## config.mk

```make
export PLATFORM = sky130hd
export DESIGN_NAME = lsu_dmem_port
export DESIGN_NICKNAME = d
export VERILOG_FILES = /design/src/rtl/lsu_dmem_port_pkg.sv /design/src/rtl/lsu_dmem_port_load_extend.sv /design/src/rtl/lsu_dmem_port.sv
export SDC_FILE = /design/constraint.sdc
export NUM_CORES = 1
export LEC_CHECK = 0
export ABC_AREA = 1
export BUFFER_PORTS_ARGS = -buffer_cell sky130_fd_sc_hd__buf_4
export CAP_MARGIN = 40
export CORE_MARGIN = 2
export CORE_UTILIZATION = 30
export DETAILED_ROUTE_END_ITERATION = 10
export GPL_ROUTABILITY_DRIVEN = 0
export HOLD_SLACK_MARGIN = 0.1
export PLACE_DENSITY_LB_ADDON = 0.2
export SYNTH_ARGS = -nofsm -noshare
export SYNTH_HDL_FRONTEND = slang
export SYNTH_HIERARCHICAL = 1
export SYNTH_SLANG_ARGS = --single-unit
```

## constraint.sdc

```tcl
create_clock -name clk -period 1.35 [get_ports clk]
set_input_delay 0 -clock clk [delete_from_list [all_inputs] [get_ports clk]]
set_output_delay 0 -clock clk [all_outputs]
set_load 0.01 [all_outputs]
```

## src/rtl/lsu_dmem_port_pkg.sv

```systemverilog
`default_nettype none
// ============================================================
// Module : lsu_dmem_port_pkg
// Brief  : Shared encodings, FSM states and access legality.
// Rev    : 1.0
// ============================================================
package lsu_dmem_port_pkg;

  localparam int XLEN = 32;

  localparam logic [2:0] F3_LB  = 3'b000;
  localparam logic [2:0] F3_LH  = 3'b001;
  localparam logic [2:0] F3_LW  = 3'b010;
  localparam logic [2:0] F3_LBU = 3'b100;
  localparam logic [2:0] F3_LHU = 3'b101;

  localparam logic [2:0] F3_SB  = 3'b000;
  localparam logic [2:0] F3_SH  = 3'b001;
  localparam logic [2:0] F3_SW  = 3'b010;

  localparam logic [3:0] WSTRB_NONE = 4'b0000;
  localparam logic [3:0] WSTRB_B    = 4'b0001;
  localparam logic [3:0] WSTRB_H    = 4'b0011;
  localparam logic [3:0] WSTRB_W    = 4'b1111;

  typedef enum logic [1:0] {
    ST_IDLE = 2'd0,
    ST_REQ  = 2'd1,
    ST_WAIT = 2'd2,
    ST_DONE = 2'd3
  } state_t;

  // Unsigned sizes exist only for loads; halves and words must be naturally aligned.
  function automatic logic is_illegal(input logic we, input logic [2:0] funct3,
                                      input logic [1:0] lane);
    logic ill;
    case (funct3)
      F3_LB:   ill = 1'b0;
      F3_LH:   ill = lane[0];
      F3_LW:   ill = |lane;
      F3_LBU:  ill = we;
      F3_LHU:  ill = we | lane[0];
      default: ill = 1'b1;
    endcase
    return ill;
  endfunction

endpackage
`default_nettype wire

```

## src/rtl/lsu_dmem_port_load_extend.sv

```systemverilog
`default_nettype none
// ============================================================
// Module : lsu_dmem_port_load_extend
// Brief  : Selects a byte/half/word lane from a bus word and extends it.
// Rev    : 1.0
// ============================================================
module lsu_dmem_port_load_extend
  import lsu_dmem_port_pkg::*;
(
  input  logic [XLEN-1:0] rdata,
  input  logic [1:0]      lane,
  input  logic [2:0]      funct3,
  output logic [XLEN-1:0] data
);

  logic [7:0]  w_byte;
  logic [15:0] w_half;

  assign w_byte = rdata[{lane, 3'b000} +: 8];
  assign w_half = lane[1] ? rdata[31:16] : rdata[15:0];

  always_comb begin
    data = '0;
    case (funct3)
      F3_LB:   data = {{24{w_byte[7]}}, w_byte};
      F3_LBU:  data = {24'd0, w_byte};
      F3_LH:   data = {{16{w_half[15]}}, w_half};
      F3_LHU:  data = {16'd0, w_half};
      F3_LW:   data = rdata;
      default: data = '0;
    endcase
  end

endmodule
`default_nettype wire

```

## src/rtl/lsu_dmem_port.sv

```systemverilog
`default_nettype none
// ============================================================
// Module : lsu_dmem_port
// Brief  : Single-outstanding load/store back end to the data-memory bus.
// Rev    : 1.0
// ============================================================
module lsu_dmem_port
  import lsu_dmem_port_pkg::*;
(
  input  logic            clk,
  input  logic            rst_n,
  input  logic            req_valid,
  output logic            req_ready,
  input  logic            req_we,
  input  logic [2:0]      req_funct3,
  input  logic [XLEN-1:0] req_addr,
  input  logic [XLEN-1:0] req_wdata,
  output logic            mem_req_valid,
  input  logic            mem_req_ready,
  output logic            mem_we,
  output logic [XLEN-1:0] mem_addr,
  output logic [XLEN-1:0] mem_wdata,
  output logic [3:0]      mem_wstrb,
  input  logic            mem_resp_valid,
  input  logic [XLEN-1:0] mem_rdata,
  input  logic            mem_resp_err,
  output logic            done_valid,
  output logic [XLEN-1:0] dmem_data,
  output logic            misalign,
  output logic            bus_err
);

  state_t          r_state;
  state_t          w_state_nxt;
  logic            r_we;
  logic [2:0]      r_funct3;
  logic [1:0]      r_lane;
  logic [XLEN-1:0] r_addr;
  logic [XLEN-1:0] r_wdata;
  logic [3:0]      r_wstrb;
  logic [XLEN-1:0] r_dmem_data;
  logic            r_misalign;
  logic            r_bus_err;

  logic            w_illegal;
  logic            w_accept;
  logic            w_resp;
  logic [XLEN-1:0] w_st_data;
  logic [3:0]      w_st_strb;
  logic [XLEN-1:0] w_load_data;

  assign w_illegal = is_illegal(req_we, req_funct3, req_addr[1:0]);
  assign w_accept  = (r_state == ST_IDLE) && req_valid;
  assign w_resp    = (r_state == ST_WAIT) && mem_resp_valid;

  always_ff @(posedge clk or negedge rst_n) begin
    if (!rst_n) begin
      r_state <= ST_IDLE;
    end else begin
      r_state <= w_state_nxt;
    end
  end

  always_comb begin
    w_state_nxt   = r_state;
    req_ready     = 1'b0;
    mem_req_valid = 1'b0;
    done_valid    = 1'b0;
    case (r_state)
      ST_IDLE: begin
        req_ready = 1'b1;
        if (req_valid) w_state_nxt = w_illegal ? ST_DONE : ST_REQ;
      end
      ST_REQ: begin
        mem_req_valid = 1'b1;
        if (mem_req_ready) w_state_nxt = ST_WAIT;
      end
      ST_WAIT: begin
        if (mem_resp_valid) w_state_nxt = ST_DONE;
      end
      ST_DONE: begin
        done_valid  = 1'b1;
        w_state_nxt = ST_IDLE;
      end
      default: w_state_nxt = ST_IDLE;
    endcase
  end

  // Store lanes are replicated so the bus can pick any lane under the strobes.
  always_comb begin
    w_st_data = '0;
    w_st_strb = WSTRB_NONE;
    if (req_we && !w_illegal) begin
      case (req_funct3)
        F3_SB: begin
          w_st_data = {4{req_wdata[7:0]}};
          w_st_strb = WSTRB_B << req_addr[1:0];
        end
        F3_SH: begin
          w_st_data = {2{req_wdata[15:0]}};
          w_st_strb = WSTRB_H << req_addr[1:0];
        end
        default: begin
          w_st_data = req_wdata;
          w_st_strb = WSTRB_W;
        end
      endcase
    end
  end

  lsu_dmem_port_load_extend u_load_extend (
    .rdata  (mem_rdata),
    .lane   (r_lane),
    .funct3 (r_funct3),
    .data   (w_load_data)
  );

  always_ff @(posedge clk or negedge rst_n) begin
    if (!rst_n) begin
      r_we        <= 1'b0;
      r_funct3    <= 3'd0;
      r_lane      <= 2'd0;
      r_addr      <= '0;
      r_wdata     <= '0;
      r_wstrb     <= WSTRB_NONE;
      r_dmem_data <= '0;
      r_misalign  <= 1'b0;
      r_bus_err   <= 1'b0;
    end else if (w_accept) begin
      r_we        <= req_we;
      r_funct3    <= req_funct3;
      r_lane      <= req_addr[1:0];
      r_addr      <= {req_addr[XLEN-1:2], 2'b00};
      r_wdata     <= w_st_data;
      r_wstrb     <= w_st_strb;
      r_dmem_data <= '0;
      r_misalign  <= w_illegal;
      r_bus_err   <= 1'b0;
    end else if (w_resp) begin
      r_bus_err   <= mem_resp_err;
      r_dmem_data <= (mem_resp_err || r_we) ? '0 : w_load_data;
    end
  end

  assign mem_we    = r_we;
  assign mem_addr  = r_addr;
  assign mem_wdata = r_wdata;
  assign mem_wstrb = r_wstrb;
  assign dmem_data = r_dmem_data;
  assign misalign  = r_misalign;
  assign bus_err   = r_bus_err;

endmodule
`default_nettype wire

```

# --- After elaboration in Yosys (flattened, before gate mapping) ---
# Index checks and enable logic that the tools add are counted.
totals:
  elab_cells: 59
  ff_bits: 108
op_classes:
  n_bitwise: 1
  eq_ne: 14
  mux: 20
  n_reduce_logical: 11
  shift: 3
ops:
  columns: ["operator", "count"]
  rows:
  - ["32-bit one-hot mux with 5 select lines", 1]
  - ["32-bit two-way mux", 4]
  - ["32-bit one-hot mux with 2 select lines", 1]
  - ["32-bit by 6-bit indexed part select with 8-bit output", 1]
  - ["16-bit two-way mux", 1]
  - ["3-bit equality test, second input constant", 4]
  - ["2-bit two-way mux", 4]
  - ["2-bit one-hot mux with 4 select lines", 1]
  - ["4-bit one-hot mux with 2 select lines", 1]
  - ["3-bit by 1-bit equality test with 1-bit output, second input constant", 2]
  - ["3-bit by 2-bit equality test with 1-bit output, second input constant", 2]
  - ["3-bit logical NOT", 2]
  - ["2-bit != test, second input constant", 3]
  - ["1-bit two-way mux", 5]
  - ["1-bit one-hot mux with 5 select lines", 1]
  - ["2-bit equality test, second input constant", 2]
  - ["4-bit two-way mux", 1]
  - ["1-bit by 2-bit << shifter with 4-bit output, first input constant", 1]
  - ["2-bit by 2-bit << shifter with 4-bit output, first input constant", 1]
  - ["1-bit logical AND", 3]
  - ["3-bit AND reduction", 1]
  - ["2-bit by 1-bit equality test with 1-bit output, second input constant", 1]
  - ["2-bit logical NOT", 1]
  - ["2-bit nonzero test", 1]
  - ["other kinds (4)", 4]

# --- Depth between registers and ports, before layout ---
# Gate-level depths: netlist (run 1).
depth:
  ltp_word: 5
  mapped_depth: 10

# --- Hierarchy ---
# The synthesis (run 1) kept the hierarchy.
by_module_without_submodules:
  columns: ["mod", "cells_each", "seq_area_each_um2", "area_per_inst_um2", "n_inst"]
  rows:
  - ["lsu_dmem_port", 561, 2702.6, 4818.4, 1]
  - ["lsu_dmem_port_load_extend", 198, 0.0, 897.1, 1]

# --- Worst setup path before layout (run 1) ---
# OpenSTA, ideal clock, no wires.
synth_path:
  kind: "flip-flop to flip-flop"
  from: "register r_state[0]"
  to: "register r_wdata[16], in the netlist mem_wdata[16]"
  setup_slack_ns: -0.192
  required_time_ns: 1.276
  setup_time_ns: 0.074
  synth_period_minus_slack_ns: 1.542
  t_arrival_ns: 1.468
  stages_incl_launch_ff: 8
  path_cell_list: "dfrtp_1 inv_1 ha_1 nand2_1 nor2_1 nand2_4 buf_6 o21ai_2"
synth_via:
  elab_chain_len: 2
synth_lines:
  columns: ["element", "line_no", "source"]
  rows:
  - ["from (decl)", "lsu_dmem_port.sv:33", "state_t r_state;"]
  - ["from (signal assigned)", "lsu_dmem_port.sv:60", "r_state <= w_state_nxt;"]
  - ["2-bit logical NOT", "lsu_dmem_port.sv:53", "assign w_accept = (r_state == ST_IDLE) && req_valid;"]
  - ["1-bit logical AND", "lsu_dmem_port.sv:53", null]
  - ["to (signal assigned)", "lsu_dmem_port.sv:134", "r_wdata <= w_st_data;"]
  - ["to (decl)", "lsu_dmem_port.sv:39", "logic [XLEN-1:0] r_wdata;"]
# Every way passes these cells.
# A chain may end at the register's enable or synchronous reset.

# --- Final worst setup path (run 1) ---
layout_path:
  from: "register r_funct3[1]"
  to: "register r_dmem_data[29], in the netlist dmem_data[29]"
layout_via:
  elab_chain_len: 5
layout_lines:
  columns: ["element", "line_no", "source"]
  rows:
  - ["from (decl)", "lsu_dmem_port.sv:36", "logic [2:0] r_funct3;"]
  - ["from (signal assigned)", "lsu_dmem_port.sv:131", "r_funct3 <= req_funct3;"]
  - ["3-bit by 2-bit equality test with 1-bit output, or another cell as far along", "lsu_dmem_port_load_extend.sv:24", "case (funct3)"]
  - ["32-bit one-hot mux with 5 select lines (*)", "lsu_dmem_port_load_extend.sv:24", null]
  - ["named net w_load_data[29]", "lsu_dmem_port.sv:50", "logic [XLEN-1:0] w_load_data;"]
  - ["32-bit two-way mux (*)", "lsu_dmem_port.sv:141", "r_dmem_data <= (mem_resp_err || r_we) ? '0 : w_load_data;"]
  - ["32-bit two-way mux (*)", "lsu_dmem_port.sv:139", "end else if (w_resp) begin"]
  - ["32-bit two-way mux (*)", "lsu_dmem_port.sv:129", "end else if (w_accept) begin"]
  - ["to (signal assigned)", "lsu_dmem_port.sv:141", null]
  - ["to (decl)", "lsu_dmem_port.sv:41", "logic [XLEN-1:0] r_dmem_data;"]
# Mark *: on every way through the listed nets, which the timed path passes. The rest lies on a longest branch. The select of a mux whose other input is x is not followed.

==> impl_metrics.env, run 1 <==
export IMPL_critPathRequiredTime_ns=1.63
export IMPL_grt_first_pass_wirelength_mm=31.44
export IMPL_first_pass_iters=5
export IMPL_antenna_found_initial=1
export IMPL_htreeDepth=3
export IMPL_fin_crit_sh=1.068
export IMPL_p_leak_nw=5.055
export IMPL_max_stage_delay_ns=0.46
export IMPL_worstHoldPathType="in2reg"
export IMPL_drc=0
export IMPL_peakVddDrop_uv=973.9
export IMPL_ys_warnings_count=6
export IMPL_clk_latency_ns=0.35
export IMPL_drt_iter0_drc=308
export IMPL_die_area_um2=20170
export IMPL_synth_seq_cells=108
export IMPL_slew_violations=0
export IMPL_synth_top_family_by_area="simple AND/OR/NAND/NOR gates"
export IMPL_fp_dieH_um=142.0
export IMPL_track_usage=0.1982
export IMPL_hold_viol=0
export IMPL_synth_mux_area_frac=0
export IMPL_status="finished, violations left"
export IMPL_fmax_mhz=693.7
export IMPL_fillers=1778
export IMPL_cp_max_fo=8
export IMPL_yosysUniqueCellTypes=27
export IMPL_rrSetupSlack_ns=-0.09
export IMPL_cp_common_cell="nor2_1"
export IMPL_clock_path_buffers=2
export IMPL_grtUsageMet2=0.3257
export IMPL_synthCells=759
export IMPL_critPathLaunchType="flip-flop"
export IMPL_yosysSeqAreaShare=0.4729
export IMPL_syn_to_final_growth_pct=67.84
export IMPL_register_area_um2=2706
export IMPL_yosysTopAreaCell="dfrtp_1"
export IMPL_p_total_w=0.01826
export IMPL_yosys_area_share_adder=0.008757
export IMPL_cts_root_buf="clkbuf_16"
export IMPL_grt_max_degree=34
export IMPL_drive_gt1_frac=0.3637
export IMPL_grt_pass1_vias=5942
export IMPL_grtUsageMet3=0.05047
export IMPL_wire_per_inst_um=15.75
export IMPL_yosys_area_share_simple=0.2800
export IMPL_multi_input_area_um2=2890
export IMPL_fin_skew_ns=0.01144
export IMPL_power_density_nw_per_um2=1904
export IMPL_initial_utilization=0.3056
export IMPL_fin_ws_ns=-0.09146
export IMPL_layout_min_cycle_time_ns=1.441
export IMPL_synth_area_leaders="dfrtp_1, nand2_1, o21ai_0"
export IMPL_synth_xor_area_share=0
export IMPL_pin_count=212
export IMPL_end_kind="flip-flop"
export IMPL_cts_buffers_inserted=9
export IMPL_core_area_um2=18710
export IMPL_critPathArrivalTime_ns=1.73
export IMPL_antenna_left=0
export IMPL_netlist_area_um2=5715
export IMPL_dpl_hpwl_mm=13.76
export IMPL_placed_cell_area_um2=7831
export IMPL_num_rows=50
export IMPL_cts_tree="built"
export IMPL_dp_cells=1205
export IMPL_path_cells="buf_6 -> nor2_8 -> nand2_8 -> nor2_4 -> nor2_1 -> nand2_1 -> a21oi_2 -> nor2_1"
export IMPL_use_met1=0.2568
export IMPL_overflow=0
export IMPL_rsz0062_at_grt="yes"
export IMPL_gr_max_usage_layer="met2"
export IMPL_port_buffers=209
export IMPL_path_class="reg2reg"
export IMPL_tightestPinTransition_ns=0.5528
export IMPL_clk_pin_slew_ns=0.07
export IMPL_setup_viol=60
export IMPL_holdWs_ns=0.08685
export IMPL_violations="negative setup slack"
export IMPL_synth_top_area_frac=0.4729
export IMPL_slew_headroom=0.6301
export IMPL_cp_slowest_cell="dfrtp_2"
export IMPL_synth_compound_area_frac=0.1445
export IMPL_route_vias_total=6191
export IMPL_final_area_um2=9593
export IMPL_wirelength_mm=20.80
export IMPL_synth_area_per_cell_um2=7.530
export IMPL_vias_per_cell=4.687
export IMPL_maxCapViolations=0
export IMPL_nNetsFinal=1192
export IMPL_stdcell_count=1321
export IMPL_clock_sinks=108
export IMPL_die_w_um=142.0
## per-stage QoR
stage / setup TNS (ns) / util / setup WS (ns)
CTS: -0.7654 / 0.4883 / -0.03591
detailed placement: -7.389 / 0.4187 / -0.1999
floorplan: -0.7170 / - / -0.03585
global route: -9.129 / 0.5128 / -0.2016
global placement: -5.040 / 0.4187 / -0.1599
finish: -2.779 / 0.5128 / -0.09146
## cells by family (layout without fill, tap and decap cells)
logic type	count (synthesis)	after routing
simple gates	389	394
compound gates	139	139
buf+inv	118	439
flops	108	108
fa+ha+maj	4	4
other cells	1	3
## power by group
part / switching, W / total, W / leakage [nW] / internal (W)
sequential: 0.000936 / 0.00554 / 1.39 / 0.00460
combinational: 0.00533 / 0.0102 / 3.54 / 0.00485
clock: 0.00125 / 0.00255 / 0.125 / 0.00130
total: 0.00751 / 0.0183 / 5.05 / 0.0108
## layer usage
| layer | share of wire | routed length (um) | vias to the layer above |
|---|---|---|---|
| met1 | 0.42 | 8782 | 2896 |
| met5 | 0 | 0 | - |
| met2 | 0.48 | 10040 | 233 |
| li1 | - | - | 3039 |
| met4 | 0.017 | 349 | 0 |
| met3 | 0.078 | 1626 | 23 |
## area by class of cell
type | instances | area share
diodes | 1 | 0.0002609
clock buffers | 12 | 0.02569
clock inverters | 3 | 0.002478
inverters | 76 | 0.03091
multi-input cells | 539 | 0.3013
flip-flops and latches | 108 | 0.2821
well taps | 234 | 0.03052
repair buffers | 348 | 0.3267
## flip-flops by register name, summed over array words and instances, names as in the netlist
name,cells
r_lane,2
dmem_data,32
bus_err,1
mem_wstrb,4
misalign,1
mem_addr,30
r_state,2
mem_we,1
mem_wdata,32
r_funct3,3
## layout by cell type (no fill, tap or decap), drive strengths merged
cell and count:
clkinv 2, clkinvlp 3, clkbuf 17, nand3 38, a21boi 1, o211ai 6, a21oi 37, nand2 264
nand4 7, nor2 83, conb 2, ha 4, dlygate4sd3 75, dfrtp 108, nand3b 1, buf 268
o21ai 95, inv 74, diode 1, nor3 1
## worst max-delay path: cells and delay by family, from the launching register on
family	cells	cell delay, ns
compound gates	1	0.05
simple gates	6	0.72
buf+inv	1	0.14
flops	1	0.46
## Yosys cell counts
master    number
a21boi_0       1
a21oi_1       37
buf_1          1
buf_2         15
buf_4          7
buf_6          6
clkbuf_1      13
clkinv_1       1
conb_1         1
dfrtp_1      108
ha_1           4
inv_1         71
inv_2          4
nand2_1      254
nand2_2        3
nand2_4        3
nand3_1       37
nand3_2        1
nand3b_1       1
nand4_1        7
nor2_1        79
nor2_2         1
nor2_8         2
nor3_1         1
o211ai_1       6
o21ai_0       65
o21ai_2       30
## timing repair
action,4_1_cts,5_1_grt
hold buffers,75,0
gates cloned,6,6
pin swaps,33,40
gates resized for setup,38,84
hold endpoints to repair,184,0
buffers inserted,9,5
setup endpoints to repair,66,98
## final timing paths
| path | startpoint | endpoint | cells after the start |
|---|---|---|---|
| max | r_funct3[1] | dmem_data[29] | 8 |
| min in group asynchronous | rst_n | dmem_data[0] | 2 |
| min | mem_req_ready | r_state[0] | 5 |
| max reg2reg | r_funct3[1] | dmem_data[29] | 8 |
| max in group asynchronous | rst_n | mem_addr[30] | 3 |
| min reg2reg | mem_wstrb[1] | mem_wstrb[1] | 2 |
Note: power is estimated with default switching activity, not from simulation.
==> inputs of run 2 (changes only) <==
- CORE_UTILIZATION: 30 -> 40
- SYNTH_HIERARCHICAL: 1 -> unset
==> impl_metrics.env, run 2 <==
export IMPL_slew_violations=0
export IMPL_netlist_area_um2=5643
export IMPL_power_frac_clock=0.157
export IMPL_violations="negative setup slack"
export IMPL_pwr_share_comb=0.537
export IMPL_rrSetupSlack_ns=-0.22
export IMPL_clock_path_buffers=2
export IMPL_drive_gt1_frac=0.3192
export IMPL_fin_crit_sh=1.163
export IMPL_synth_area_per_cell_um2=7.281
export IMPL_overflow=0
export IMPL_fillers=1093
export IMPL_clk_pin_slew_ns=0.08
export IMPL_htreeDepth=3
export IMPL_hold_viol=0
export IMPL_track_usage=0.2550
export IMPL_critPathLaunchType="flip-flop"
export IMPL_drc=0
export IMPL_final_common_cell="nand2_1"
export IMPL_multi_input_area_um2=2635
export IMPL_status="finished, violations left"
export IMPL_fp_dieH_um=122.8
export IMPL_synth_top_area_frac=0.4789
export IMPL_holdWs_ns=0.08492
export IMPL_cts_buffers_inserted=9
export IMPL_cp_max_fo=8
export IMPL_critPathArrivalTime_ns=1.87
export IMPL_initial_utilization=0.4081
export IMPL_wirelength_mm=19.98
export IMPL_grt_pass1_vias=6068
export IMPL_cts_tree="built"
export IMPL_synth_edf_count=0
export IMPL_fin_skew_ns=0.008796
export IMPL_grt_first_pass_wirelength_mm=29.85
export IMPL_wire_per_inst_um=15.24
export IMPL_final_cell_mix="nand2_1, buf_4, dfrtp_1"
export IMPL_die_area_um2=15070
export IMPL_rsz0062_at_grt="yes"
export IMPL_clock_sinks=108
export IMPL_fin_ws_ns=-0.2204
export IMPL_end_kind="flip-flop"
export IMPL_power_frac_seq=0.307
export IMPL_switching_share=0.3938
export IMPL_vias_per_cell=4.860
export IMPL_pin_count=212
export IMPL_p_sw_w=0.007015
export IMPL_yosysTopAreaCell="dfrtp_1"
export IMPL_register_area_um2=2703
export IMPL_synthArstFlopShare=1.000
export IMPL_peakVddDrop_uv=1025
export IMPL_drt_iter0_drc=481
export IMPL_grt_max_degree=31
export IMPL_postLayoutCoreUtil=0.6975
export IMPL_maxCapViolations=0
export IMPL_synthCells=775
export IMPL_antenna_left=0
export IMPL_p_int_w=0.01080
export IMPL_p_leak_nw=5.367
export IMPL_ys_flop_type="dfrtp_1"
export IMPL_ys_warnings_count=0
export IMPL_route_vias_total=6372
export IMPL_synth_seq_cells=108
export IMPL_final_area_um2=9644
export IMPL_dpl_hpwl_mm=12.63
export IMPL_setup_viol=107
export IMPL_n_antenna_cell=0
export IMPL_yosysMostFrequentCell="nand2_1"
export IMPL_yosysUniqueCellTypes=30
export IMPL_core_area_um2=13830
export IMPL_syn_to_final_growth_pct=70.91
export IMPL_path_class="reg2reg"
export IMPL_cts_root_buf="clkbuf_16"
export IMPL_critPathRequiredTime_ns=1.65
export IMPL_placed_cell_area_um2=7736
export IMPL_port_buffers=209
export IMPL_fmax_mhz=636.8
export IMPL_tns_ns=-18.14
export IMPL_antenna_found_initial=0
export IMPL_nNetsFinal=1237
export IMPL_num_rows=43
export IMPL_power_density_nw_per_um2=1847
export IMPL_synth_area_leaders="dfrtp_1, nand2_1, nand3_1"
export IMPL_die_w_um=122.8
export IMPL_worstHoldPathType="in2reg"
export IMPL_yosysSeqAreaShare=0.4789
export IMPL_first_pass_iters=5
export IMPL_layout_min_cycle_time_ns=1.570
export IMPL_clk_latency_ns=0.36
export IMPL_synth_commonest_cells="nand2_1, dfrtp_1, nand3_1"
[run 2: routing by layer]
layer,GRT usage,vias up,part of all wire
met5,0,-,0
met4,0.08118,0,0.022
met3,0.04879,34,0.066
met2,0.4572,239,0.51
met1,0.3063,2993,0.40
li1,-,3106,-
[run 2: cells by family (layout without fill, tap and decap cells)]
family | count (synthesis) | after routing | share of synthesized area
and+or+nand+nor | 539 | 539 | 0.4047
DFF | 108 | 108 | 0.4789
buffers and inverters | 98 | 453 | 0.07894
other | 1 | 2 | 0.0006646
AOI/OAI and AO/OA | 25 | 25 | 0.02794
adders and majority gates | 4 | 4 | 0.008870
[run 2: critical path: stages (launching register included)]
cell,delay [ns]
dfrtp_1,0.39
inv_2,0.12
ha_4,0.17
nand2_4,0.07
nand2_4,0.07
inv_4,0.04
a211oi_4,0.20
buf_6,0.16
buf_6,0.15
nand2_1,0.07
nand2_1,0.06
[run 2: worst paths after layout]
path,from,to,depth (start not counted)
worst max register to register,r_state[0],dmem_data[20],10
worst min-delay path,req_we,mem_we,4
worst min register to register,dmem_data[10],dmem_data[10],2
worst max-delay path,r_state[0],dmem_data[20],10
min in group asynchronous,rst_n,dmem_data[8],2
max in group asynchronous,rst_n,mem_wdata[6],3
[run 2: repair_timing]
action                                  4_1_cts  5_1_grt
endpoints found under the setup margin      105      109
hold buffers                                105        0
gates cloned                                  2       12
hold endpoints to repair                    213        0
resized for setup                            21       63
pin swaps                                     4        6
buffers inserted                              6        6
[run 2: layout make-up]
class | count | area share
multi-input cells | 570 | 0.2732
clock inverters | 5 | 0.007265
well taps | 180 | 0.02335
inverters | 54 | 0.02400
flip-flops and latches | 108 | 0.2802
repair buffers | 383 | 0.3655
clock buffers | 10 | 0.02478
repair inverters | 1 | 0.001687
[run 2: through the flow]
| stage | power, W | std cells | setup slack (ns) |
|---|---|---|---|
| floorplan | 0.009448 | 776 | -0.1400 |
| global route | 0.01901 | 1311 | -0.2673 |
| CTS | 0.01700 | 1298 | -0.1687 |
| global placement | 0.01345 | 1170 | -0.1140 |
| finish | 0.01782 | 1311 | -0.2204 |
| detailed placement | 0.01354 | 1170 | -0.1658 |
[run 2: power groups by stage]
stage | Combinational, W | Clock (W) | Sequential, W
floorplan | 0.00355 | 0 | 0.00589
global placement | 0.00803 | 0 | 0.00542
detailed placement | 0.00813 | 0 | 0.00540
CTS | 0.00878 | 0.00283 | 0.00539
global route | 0.0104 | 0.00296 | 0.00562
finish | 0.00956 | 0.00280 | 0.00546
